`src/rtl/llc_set_read_if.sv`:
```
// ---------------------------------------------------------------------------
// llc_set_read_if
//   Bundles the signals around the LLC set-read stage:
//     - decoder request   : req_valid/req_ready, req_set, req_tag
//     - tag/state SRAM    : sram_rd_en, sram_rd_set, sram_tags, sram_states,
//                           sram_evict_way
//     - way-lookup output : out_valid/out_ready, out_set, out_tag, tags_buf,
//                           states_buf, evict_way_buf
//     - update write-back : wr_en, wr_set, wr_way, wr_tag, wr_state
//     - status            : busy
//   slave  : the set-read stage itself.
//   master : everything around it (decoder, SRAM, lookup, update stage).
// ---------------------------------------------------------------------------
interface llc_set_read_if #(
  parameter int unsigned WAYS     = 16,
  parameter int unsigned WAY_BITS = 4,
  parameter int unsigned SET_BITS = 9,
  parameter int unsigned TAG_BITS = 15,
  parameter int unsigned ST_BITS  = 3
);
  logic                     req_valid;
  logic                     req_ready;
  logic [SET_BITS-1:0]      req_set;
  logic [TAG_BITS-1:0]      req_tag;

  logic                     sram_rd_en;
  logic [SET_BITS-1:0]      sram_rd_set;
  logic [WAYS*TAG_BITS-1:0] sram_tags;
  logic [WAYS*ST_BITS-1:0]  sram_states;
  logic [WAY_BITS-1:0]      sram_evict_way;

  logic                     out_valid;
  logic                     out_ready;
  logic [SET_BITS-1:0]      out_set;
  logic [TAG_BITS-1:0]      out_tag;
  logic [WAYS*TAG_BITS-1:0] tags_buf;
  logic [WAYS*ST_BITS-1:0]  states_buf;
  logic [WAY_BITS-1:0]      evict_way_buf;

  logic                     wr_en;
  logic [SET_BITS-1:0]      wr_set;
  logic [WAY_BITS-1:0]      wr_way;
  logic [TAG_BITS-1:0]      wr_tag;
  logic [ST_BITS-1:0]       wr_state;

  logic                     busy;

  modport slave (
    input  req_valid, req_set, req_tag,
    output req_ready,
    output sram_rd_en, sram_rd_set,
    input  sram_tags, sram_states, sram_evict_way,
    output out_valid, out_set, out_tag, tags_buf, states_buf, evict_way_buf,
    input  out_ready,
    input  wr_en, wr_set, wr_way, wr_tag, wr_state,
    output busy
  );

  modport master (
    output req_valid, req_set, req_tag,
    input  req_ready,
    input  sram_rd_en, sram_rd_set,
    output sram_tags, sram_states, sram_evict_way,
    input  out_valid, out_set, out_tag, tags_buf, states_buf, evict_way_buf,
    output out_ready,
    output wr_en, wr_set, wr_way, wr_tag, wr_state,
    input  busy
  );
endinterface

```
`src/rtl/llc_set_read.sv`:
```
// ---------------------------------------------------------------------------
// llc_set_read
//   LLC set-read stage feeding way-lookup. Accepts one decoded request
//   (set, tag), issues a single tag/state/evict-way SRAM read for the set,
//   captures the returned row into holding buffers and presents it with the
//   request tag over a valid/ready handshake. At most one request in flight.
//
// Ports
//   clk  : clock
//   rst  : asynchronous reset, active low
//   bus  : llc_set_read_if.slave (request, SRAM, lookup output, write-back,
//          busy)
//
// Parameters
//   WAYS, WAY_BITS, SET_BITS, TAG_BITS, ST_BITS : geometry (must match bus)
//   RD_LAT : SRAM read latency in cycles, 1..3
//
// Build option
//   LLC_SET_READ_BYPASS_EN : when defined, write-backs to the in-flight set
//   are merged into the captured row (pending patches during READ, direct
//   buffer update in FULL). When undefined, the wr_* inputs are ignored.
// ---------------------------------------------------------------------------
module llc_set_read #(
  parameter int unsigned WAYS     = 16,
  parameter int unsigned WAY_BITS = 4,
  parameter int unsigned SET_BITS = 9,
  parameter int unsigned TAG_BITS = 15,
  parameter int unsigned ST_BITS  = 3,
  parameter int unsigned RD_LAT   = 1
) (
  input logic          clk,
  input logic          rst,
  llc_set_read_if.slave bus
);

  localparam logic [1:0] IDLE = 2'd0;
  localparam logic [1:0] READ = 2'd1;
  localparam logic [1:0] FULL = 2'd2;

  localparam logic [1:0] LAT_LAST = 2'(RD_LAT - 1);

  logic [1:0]               state_q, state_d;
  logic [1:0]               lat_q, lat_d;
  logic [SET_BITS-1:0]      set_q, set_d;
  logic [TAG_BITS-1:0]      tag_q, tag_d;
  logic [WAYS*TAG_BITS-1:0] tags_q, tags_d;
  logic [WAYS*ST_BITS-1:0]  states_q, states_d;
  logic [WAY_BITS-1:0]      evict_q, evict_d;

  logic                     req_ready;
  logic                     accept;
  logic                     capture;

  // Row as it will be captured (SRAM merged with any patches) and buffers as
  // they will look after a FULL-state write-back.
  logic [WAYS*TAG_BITS-1:0] cap_tags;
  logic [WAYS*ST_BITS-1:0]  cap_states;
  logic [WAYS*TAG_BITS-1:0] upd_tags;
  logic [WAYS*ST_BITS-1:0]  upd_states;

  // A new request is taken only when idle, or when the current result is
  // being consumed in the same cycle.
  always_comb begin
    req_ready = (state_q == IDLE) || ((state_q == FULL) && bus.out_ready);
    accept    = bus.req_valid && req_ready;
    capture   = (state_q == READ) && (lat_q == LAT_LAST);
  end

  assign bus.req_ready     = req_ready;
  assign bus.sram_rd_en    = accept;
  assign bus.sram_rd_set   = accept ? bus.req_set : set_q;
  assign bus.out_valid     = (state_q == FULL);
  assign bus.busy          = (state_q != IDLE);
  assign bus.out_set       = set_q;
  assign bus.out_tag       = tag_q;
  assign bus.tags_buf      = tags_q;
  assign bus.states_buf    = states_q;
  assign bus.evict_way_buf = evict_q;

`ifdef LLC_SET_READ_BYPASS_EN
  logic [WAYS-1:0]          pmask_q, pmask_d, pmask_nxt;
  logic [WAYS*TAG_BITS-1:0] ptag_q, ptag_d, ptag_nxt;
  logic [WAYS*ST_BITS-1:0]  pst_q, pst_d, pst_nxt;
  logic [SET_BITS-1:0]      patch_set;
  logic                     patch_wr;
  logic                     full_wr;

  // The set being read is req_set in the accept cycle and set_q afterwards.
  // A write landing in the capture cycle is folded into the merge directly,
  // so it is not lost when the patches clear on that same edge.
  always_comb begin
    patch_set  = accept ? bus.req_set : set_q;
    patch_wr   = bus.wr_en && (accept || (state_q == READ)) &&
                 (bus.wr_set == patch_set);
    full_wr    = bus.wr_en && (state_q == FULL) && (bus.wr_set == set_q);
    pmask_nxt  = pmask_q;
    ptag_nxt   = ptag_q;
    pst_nxt    = pst_q;
    cap_tags   = bus.sram_tags;
    cap_states = bus.sram_states;
    upd_tags   = tags_q;
    upd_states = states_q;
    for (int unsigned w = 0; w < WAYS; w++) begin
      if (patch_wr && (bus.wr_way == WAY_BITS'(w))) begin
        pmask_nxt[w]                          = 1'b1;
        ptag_nxt[w*TAG_BITS +: TAG_BITS]      = bus.wr_tag;
        pst_nxt[w*ST_BITS +: ST_BITS]         = bus.wr_state;
      end
      if (full_wr && (bus.wr_way == WAY_BITS'(w))) begin
        upd_tags[w*TAG_BITS +: TAG_BITS]      = bus.wr_tag;
        upd_states[w*ST_BITS +: ST_BITS]      = bus.wr_state;
      end
      if (pmask_nxt[w]) begin
        cap_tags[w*TAG_BITS +: TAG_BITS]      = ptag_nxt[w*TAG_BITS +: TAG_BITS];
        cap_states[w*ST_BITS +: ST_BITS]      = pst_nxt[w*ST_BITS +: ST_BITS];
      end
    end
    pmask_d = capture ? '0 : pmask_nxt;
    ptag_d  = ptag_nxt;
    pst_d   = pst_nxt;
  end

  always_ff @(posedge clk or negedge rst) begin
    if (!rst) begin
      pmask_q <= '0;
      ptag_q  <= '0;
      pst_q   <= '0;
    end else begin
      pmask_q <= pmask_d;
      ptag_q  <= ptag_d;
      pst_q   <= pst_d;
    end
  end
`else
  logic unused_wr;
  assign unused_wr = ^{bus.wr_en, bus.wr_set, bus.wr_way, bus.wr_tag,
                       bus.wr_state};

  always_comb begin
    cap_tags   = bus.sram_tags;
    cap_states = bus.sram_states;
    upd_tags   = tags_q;
    upd_states = states_q;
  end
`endif

  always_comb begin
    state_d  = state_q;
    lat_d    = lat_q;
    set_d    = set_q;
    tag_d    = tag_q;
    tags_d   = tags_q;
    states_d = states_q;
    evict_d  = evict_q;
    case (state_q)
      IDLE: begin
        if (accept) begin
          state_d = READ;
          lat_d   = '0;
          set_d   = bus.req_set;
          tag_d   = bus.req_tag;
        end
      end
      READ: begin
        if (capture) begin
          state_d  = FULL;
          tags_d   = cap_tags;
          states_d = cap_states;
          evict_d  = bus.sram_evict_way;
        end else begin
          lat_d = lat_q + 2'd1;
        end
      end
      FULL: begin
        tags_d   = upd_tags;
        states_d = upd_states;
        if (bus.out_ready) begin
          if (accept) begin
            state_d = READ;
            lat_d   = '0;
            set_d   = bus.req_set;
            tag_d   = bus.req_tag;
          end else begin
            state_d = IDLE;
          end
        end
      end
      default: state_d = IDLE;
    endcase
  end

  always_ff @(posedge clk or negedge rst) begin
    if (!rst) begin
      state_q  <= IDLE;
      lat_q    <= '0;
      set_q    <= '0;
      tag_q    <= '0;
      tags_q   <= '0;
      states_q <= '0;
      evict_q  <= '0;
    end else begin
      state_q  <= state_d;
      lat_q    <= lat_d;
      set_q    <= set_d;
      tag_q    <= tag_d;
      tags_q   <= tags_d;
      states_q <= states_d;
      evict_q  <= evict_d;
    end
  end

endmodule
```
`src/flat_wrapper.sv`:
```
// flat-port wrapper written by rule: the top's interface ports become plain ports
module llc_set_read_flat 
#(
  parameter int unsigned WAYS     = 16,
  parameter int unsigned WAY_BITS = 4,
  parameter int unsigned SET_BITS = 9,
  parameter int unsigned TAG_BITS = 15,
  parameter int unsigned ST_BITS  = 3,
  parameter int unsigned RD_LAT   = 1
)
  (clk, rst, bus_req_valid, bus_req_set, bus_req_tag, bus_req_ready, bus_sram_rd_en, bus_sram_rd_set, bus_sram_tags, bus_sram_states, bus_sram_evict_way, bus_out_valid, bus_out_set, bus_out_tag, bus_tags_buf, bus_states_buf, bus_evict_way_buf, bus_out_ready, bus_wr_en, bus_wr_set, bus_wr_way, bus_wr_tag, bus_wr_state, bus_busy);
  llc_set_read_if #(.WAYS(WAYS), .WAY_BITS(WAY_BITS), .SET_BITS(SET_BITS), .TAG_BITS(TAG_BITS), .ST_BITS(ST_BITS)) bus_i ();
  input logic clk;
  input logic rst;
  input wire logic [$bits(bus_i.req_valid)-1:0] bus_req_valid;
  input wire logic [$bits(bus_i.req_set)-1:0] bus_req_set;
  input wire logic [$bits(bus_i.req_tag)-1:0] bus_req_tag;
  output wire logic [$bits(bus_i.req_ready)-1:0] bus_req_ready;
  output wire logic [$bits(bus_i.sram_rd_en)-1:0] bus_sram_rd_en;
  output wire logic [$bits(bus_i.sram_rd_set)-1:0] bus_sram_rd_set;
  input wire logic [$bits(bus_i.sram_tags)-1:0] bus_sram_tags;
  input wire logic [$bits(bus_i.sram_states)-1:0] bus_sram_states;
  input wire logic [$bits(bus_i.sram_evict_way)-1:0] bus_sram_evict_way;
  output wire logic [$bits(bus_i.out_valid)-1:0] bus_out_valid;
  output wire logic [$bits(bus_i.out_set)-1:0] bus_out_set;
  output wire logic [$bits(bus_i.out_tag)-1:0] bus_out_tag;
  output wire logic [$bits(bus_i.tags_buf)-1:0] bus_tags_buf;
  output wire logic [$bits(bus_i.states_buf)-1:0] bus_states_buf;
  output wire logic [$bits(bus_i.evict_way_buf)-1:0] bus_evict_way_buf;
  input wire logic [$bits(bus_i.out_ready)-1:0] bus_out_ready;
  input wire logic [$bits(bus_i.wr_en)-1:0] bus_wr_en;
  input wire logic [$bits(bus_i.wr_set)-1:0] bus_wr_set;
  input wire logic [$bits(bus_i.wr_way)-1:0] bus_wr_way;
  input wire logic [$bits(bus_i.wr_tag)-1:0] bus_wr_tag;
  input wire logic [$bits(bus_i.wr_state)-1:0] bus_wr_state;
  output wire logic [$bits(bus_i.busy)-1:0] bus_busy;
  assign bus_i.req_valid = bus_req_valid;
  assign bus_i.req_set = bus_req_set;
  assign bus_i.req_tag = bus_req_tag;
  assign bus_req_ready = bus_i.req_ready;
  assign bus_sram_rd_en = bus_i.sram_rd_en;
  assign bus_sram_rd_set = bus_i.sram_rd_set;
  assign bus_i.sram_tags = bus_sram_tags;
  assign bus_i.sram_states = bus_sram_states;
  assign bus_i.sram_evict_way = bus_sram_evict_way;
  assign bus_out_valid = bus_i.out_valid;
  assign bus_out_set = bus_i.out_set;
  assign bus_out_tag = bus_i.out_tag;
  assign bus_tags_buf = bus_i.tags_buf;
  assign bus_states_buf = bus_i.states_buf;
  assign bus_evict_way_buf = bus_i.evict_way_buf;
  assign bus_i.out_ready = bus_out_ready;
  assign bus_i.wr_en = bus_wr_en;
  assign bus_i.wr_set = bus_wr_set;
  assign bus_i.wr_way = bus_wr_way;
  assign bus_i.wr_tag = bus_wr_tag;
  assign bus_i.wr_state = bus_wr_state;
  assign bus_busy = bus_i.busy;
  llc_set_read #(.WAYS(WAYS), .WAY_BITS(WAY_BITS), .SET_BITS(SET_BITS), .TAG_BITS(TAG_BITS), .ST_BITS(ST_BITS), .RD_LAT(RD_LAT)) u_core (.clk(clk), .rst(rst), .bus(bus_i));
endmodule
```
`config.mk`:
```
export PLATFORM = sky130hd
export DESIGN_NAME = llc_set_read_flat
export DESIGN_NICKNAME = d
export VERILOG_FILES = /design/src/rtl/llc_set_read_if.sv /design/src/rtl/llc_set_read.sv /design/src/flat_wrapper.sv
export SDC_FILE = /design/constraint.sdc
export NUM_CORES = 1
export LEC_CHECK = 0
export BUFFER_PORTS_ARGS = -buffer_cell sky130_fd_sc_hd__buf_2
export CORE_AREA = 8 8 257 259
export CTS_CLUSTER_SIZE = 12
export DETAILED_ROUTE_END_ITERATION = 16
export DIE_AREA = 0 0 265 267
export GPL_TIMING_DRIVEN = 0
export PLACE_DENSITY = 0.42
export SYNTH_ARGS = -nofsm -noshare
export SYNTH_HDL_FRONTEND = slang
export SYNTH_SLANG_ARGS = --single-unit
```
`constraint.sdc`:
```
create_clock -name clk -period 1.8 [get_ports clk]
set_input_delay 0.45 -clock clk [delete_from_list [all_inputs] [get_ports clk]]
set_output_delay 0.45 -clock clk [all_outputs]
set_load 0.1 [all_outputs]
```
Yosys cells after proc, flatten, opt, wreduce, memory -nomap -nowiden --
Cells that the tools add are included.
Operators by class: $add $sub $neg 1, $mul 0, div/mod/pow operators 0, $lt $le $gt $ge 0, equal/unequal tests 6, shifts and indexed selects 0, multiplexer cells 15, bitwise logic cells 0, reduce and logical (&&, ||, !) cells 13
Operator list (number):
- $mux 15 | 2
- $pmux 15 s2 | 1
- $mux 9 | 2
- $pmux 9 s2 | 1
- $mux 2 | 6
- $pmux 2 s3 | 2
- $reduce_and 3->1 | 2
- $logic_not 2->1 | 2
- $ne 2x1->1 const B | 2
- $ne 2x2->1 const B | 2
- $reduce_and 2->1 | 2
- $reduce_bool 2->1 | 2
- $logic_and 1x1->1 | 3
- $reduce_bool 3->1 | 1
- $add 2x1->2 const B | 1
- $eq 2x1->1 const B | 1
- $eq 2x2->1 const B | 1
- $logic_or 1x1->1 | 1
- $mux 1 | 1
Word-level totals: register bits 320, bits in latches 0, memory bits (writable) 0, bits in read-only memories 0, output and inout bits 329, word-level logic and storage cells 42, memories kept 0

Logic depth before layout (Yosys ltp) --
word-level depth 7, mapped depth 6, mapped depth without buffers 5

Least setup slack after synthesis --
OpenSTA, ideal clock, no wires.
kind input port to output port, start point input port bus_out_ready, end point output port bus_req_ready, arrival 1.917 ns, data required time 1.350 ns, setup slack -0.567 ns, stages 2, path buffers 0, cell sequence and2b_1 nor2_1
Between the ends: cells in the longest elaborated chain, start to end 2
Ends and longest elaborated chain:
- start: declaration | RTL line flat_wrapper.sv:30 | input wire logic [$bits(bus_i.out_ready)-1:0] bus_out_ready;
- $logic_and 1x1->1 | RTL line llc_set_read.sv:64 | req_ready = (state_q == IDLE) || ((state_q == FULL) && bus.out_ready);
- $logic_or 1x1->1 | RTL line llc_set_read.sv:64
- end: declaration | RTL line flat_wrapper.sv:18 | output wire logic [$bits(bus_i.req_ready)-1:0] bus_req_ready;
Every way passes these cells.

Worst setup path in the final report --
start point register u_core.state_q[1], end point output port bus_sram_rd_set[3]
Between the ends: cells in the longest elaborated chain, start to end 5, elaborated cells on any way between the ends 6, those cells by class eq/ne (1); mux (1); reduce/logical (4)
Ends and longest elaborated chain:
- start: declaration | RTL line llc_set_read.sv:42 | logic [1:0] state_q, state_d;
- start signal: assignment | RTL line llc_set_read.sv:202 | state_q <= state_d;
- $eq 2x2->1 | RTL line llc_set_read.sv:64
- $logic_and 1x1->1 | RTL line llc_set_read.sv:64
- $logic_or 1x1->1 * | RTL line llc_set_read.sv:64
- $logic_and 1x1->1 * | RTL line llc_set_read.sv:65 | accept = bus.req_valid && req_ready;
- $mux 9 *
- end: declaration | RTL line flat_wrapper.sv:20 | output wire logic [$bits(bus_i.sram_rd_set)-1:0] bus_sram_rd_set;
Mark *: on every way between the ends. The rest lies on a longest branch, timed or not.

==> flow_metrics.py <==
metrics = {
    "status": {
        "outcome": "complete, but fails checks",
        "violated_checks": "negative hold slack, negative setup slack",
    },
    "setup_path": {
        "worstSetupStartpointType": "flop",
        "critical_path_peak_fanout": 5,
        "critical-path-max-stage-delay_ns": 0.38,
        "cp_num_buf_inv": 3,
        "cp_num_cells": 6,
        "critPathSlowestCell": "sky130_fd_sc_hd__dfrtp_1",
        "worst-endpoint-required_ns": 1.35,
        "reg2reg_depth": 6,
        "worst-setup-path-type": "flop to output port",
        "crit_chain": "and2b_2 > nor2_4 > buf_6 > buf_16 > mux2_4 > buf_12",
        "critical_path.top_delay_family": "buffers and inverters",
        "critical_path_sink_type": "output port",
        "cp_data_arrival_time_ns": 1.97,
        "r2r_slack_ns": 0.08,
    },
    "clock_network": {
        "clockBufferDepth": 3,
        "cts_tree": "yes",
        "clk_latency_ns": 0.54,
        "cts_made_buffers": 39,
        "clock_sink_count": 320,
        "cts_root_buffer": "sky130_fd_sc_hd__clkbuf_16",
        "clk_pin_slew_worst_paths_ns": 0.06,
        "cts.htree.levels": 2,
    },
    "synthesis": {
        "yosys_register_bits": 320,
        "most_repeated_cell_in_the_gate_level_netlist_after_synthesis": "sky130_fd_sc_hd__dfrtp_1",
        "synth_area_leader_cell": "sky130_fd_sc_hd__dfrtp_1",
        "synth_commonest_cells": "sky130_fd_sc_hd__dfrtp_1 (320), sky130_fd_sc_hd__mux2_1 (270), sky130_fd_sc_hd__mux2_2 (55), sky130_fd_sc_hd__buf_2 (19), sky130_fd_sc_hd__buf_4 (14)",
        "synth_edf_count": 0,
        "yosys_warnings": 0,
        "postSynth.asyncResetShare_pct": 100.0,
        "post_syn_nets": 1050,
        "synthesis.area_mm2": 0.01201,
        "yosysUniqueCellTypes": 18,
        "synth.top_cell.area_share_pct": 66.65,
        "postSynthCellCount": 697,
        "synthFlopType": "sky130_fd_sc_hd__dfrtp_1",
        "syn_avg_cell_area_um2": 17.24,
        "ys_top_cells_by_area": "sky130_fd_sc_hd__dfrtp_1 (67%), sky130_fd_sc_hd__mux2_1 (25%), sky130_fd_sc_hd__mux2_2 (5.2%), sky130_fd_sc_hd__buf_4 (0.87%), sky130_fd_sc_hd__buf_2 (0.79%)",
        "ys_seq_area_share_pct": 66.65,
    },
    "floorplan": {
        "die-width_um": 265,
        "core_area_mm2": 0.06216,
        "initial_core_util_pct": 19.33,
        "design.die.area_mm2": 0.07076,
        "std_cell_rows": 92,
        "die_y_um": 267,
        "top_level_ports": 681,
    },
    "timing": {
        "min_period_over_period_pct": 134.3,
        "max_freq_mhz": 413.7,
        "final_hold_viol_count": 58,
        "fin_crit_ns": 2.417,
        "finalMaxSlewViolations": 0,
        "timing.max_slew.rel_slack_pct": 57.13,
        "grt_setup_unrepaired": "true",
        "worst_hold_slack_ns": -0.1443,
        "worstMarginPinSlew_ns": 0.6430,
        "final.setup.worst_slack_ns": -0.6175,
        "setup_viol_count_final": 13,
        "clock_skew_ns": 0.009399,
    },
    "placement": {
        "io_buffer_count": 648,
        "gp_routability_congestion": 0.7992,
        "detailed_place_hpwl_um": 35120,
        "worst_setup_slack_after_placement_ns": -0.5009,
    },
    "global_route": {
        "pin_count_of_the_biggest_net_entering_global_routing": 111,
        "antenna_found_initial": 7,
        "grt_first_pass_wirelength_um": 64300,
        "grt_pass1_vias": 9708,
        "global_route.overflow_total": 0,
        "grt.total_usage_pct": 11.91,
    },
    "routing": {
        "detail_route.drc_violations": 0,
        "via_count": 8550,
        "vias_per_cell": 3.832,
        "drt_pass1_iterations": 4,
        "totalWireLength_um": 44280,
        "first_iter_violations": 241,
        "drt-wirelength-per-cell_um": 19.85,
        "drt.antenna.violating_nets": 0,
    },
    "worst_hold_path": {
        "hp-class": "input port to async pin",
    },
    "flow_run": {
        "maxCapViolations": 0,
    },
    "final_layout": {
        "layout-area-overhead-vs-synth_pct": 58.14,
        "design.final.nets": 1751,
        "fillCellCount": 6393,
        "final_layout_size_suffix_gt1_share_pct": 57.64,
    },
}
==> flip-flops by register name, indices dropped and copies added (netlist names) <==
register / flops
u_core.bus.evict_way_buf: 4
u_core.bus.out_tag: 15
u_core.bus.tags_buf: 240
u_core.state_q: 2
u_core.bus.out_set: 9
u_core.lat_q: 2
u_core.bus.states_buf: 48
==> cells in the final DEF (no fill, tap or decap), types with 3 or more instances in the layout <==
master / n
sky130_fd_sc_hd__buf_2: 326
sky130_fd_sc_hd__dfrtp_1: 319
sky130_fd_sc_hd__buf_4: 281
sky130_fd_sc_hd__mux2_1: 270
sky130_fd_sc_hd__mux2_2: 46
sky130_fd_sc_hd__clkbuf_4: 45
sky130_fd_sc_hd__clkbuf_16: 41
sky130_fd_sc_hd__buf_6: 19
sky130_fd_sc_hd__buf_12: 15
sky130_fd_sc_hd__clkbuf_8: 10
sky130_fd_sc_hd__mux2_4: 9
sky130_fd_sc_hd__clkbuf_1: 7
sky130_fd_sc_hd__diode_2: 6
sky130_fd_sc_hd__buf_8: 5
sky130_fd_sc_hd__clkinv_2: 5
sky130_fd_sc_hd__bufinv_16: 4
sky130_fd_sc_hd__buf_16: 4
sky130_fd_sc_hd__inv_1: 3
==> cell type report <==
cell class                      instances  area (µm²)  area share [%]
Sequential cell                       320        8009           42.15
Buffer                                 34       370.4           1.949
Antenna cell                            6       15.01         0.07903
Clock buffer                           58        1190           6.263
Tap cell                              799       999.7           5.262
Multi-Input combinational cell        338        3829           20.15
Timing Repair Buffer                  661        4408           23.20
Clock inverter                         11       161.4          0.8495
Inverter                                4       17.52         0.09220
==> routing by layer <==
metal	vias up	global-route usage (%)	part of all wire, %
met5	-	0	0
met4	0	4.043	2.6
met3	60	4.090	7.7
met2	346	21.73	53
met1	4278	12.76	37
li1	3866	-	-
==> cell families after synthesis <==
| group | count (synthesis) | synth area share, % |
|---|---|---|
| AND/OR/NAND/NOR | 8 | 0.5832 |
| flip-flops | 320 | 66.65 |
| adder cells (fa/ha/maj) | 1 | 0.1041 |
| multiplexers | 326 | 30.55 |
| buffers and inverters | 39 | 1.979 |
| AO/OA/AOI/OAI | 3 | 0.1354 |
==> worst paths after layout <==
check,startpoint,end
worst min register to register,u_core.bus.tags_buf[111],u_core.bus.tags_buf[111]
min in group clk,bus_out_ready,u_core.state_q[1]
max in group asynchronous,rst,u_core.bus.tags_buf[165]
worst min-delay path,rst,u_core.bus.tags_buf[40]
worst max-delay path,u_core.state_q[1],bus_sram_rd_set[3]
worst max register to register,u_core.state_q[0],u_core.bus.tags_buf[19]
==> what timing repair did <==
action | 4_1_cts | 5_1_grt
gates cloned | 1 | 0
buffers inserted | 7 | 5
endpoints found under the setup margin | 376 | 240
resized for setup | 341 | 84
pin swaps | 1 | 3
hold endpoints to repair | 58 | 58
==> stage by stage <==
step | cell area (µm²) | instances | util, % | setup TNS, ns | hold slack, ns
6_report | 19000 | 2231 | 30.57 | -6.342 | -0.1443
5_1_grt | 19000 | 2230 | 30.56 | -7.453 | -0.1332
4_1_cts | 18760 | 2224 | 30.18 | -7.322 | -0.1494
3_5_place_dp | 16400 | 2147 | 26.38 | -12.62 | 0.4432
3_3_place_gp | 16310 | 2144 | 26.23 | -2005.13 | 0.4688
2_1_floorplan | 12060 | 697 | - | -1.771 | 0.1544
Power is not shown: default switching activity piles up to over one toggle a cycle in this logic, so the estimate is an artifact.
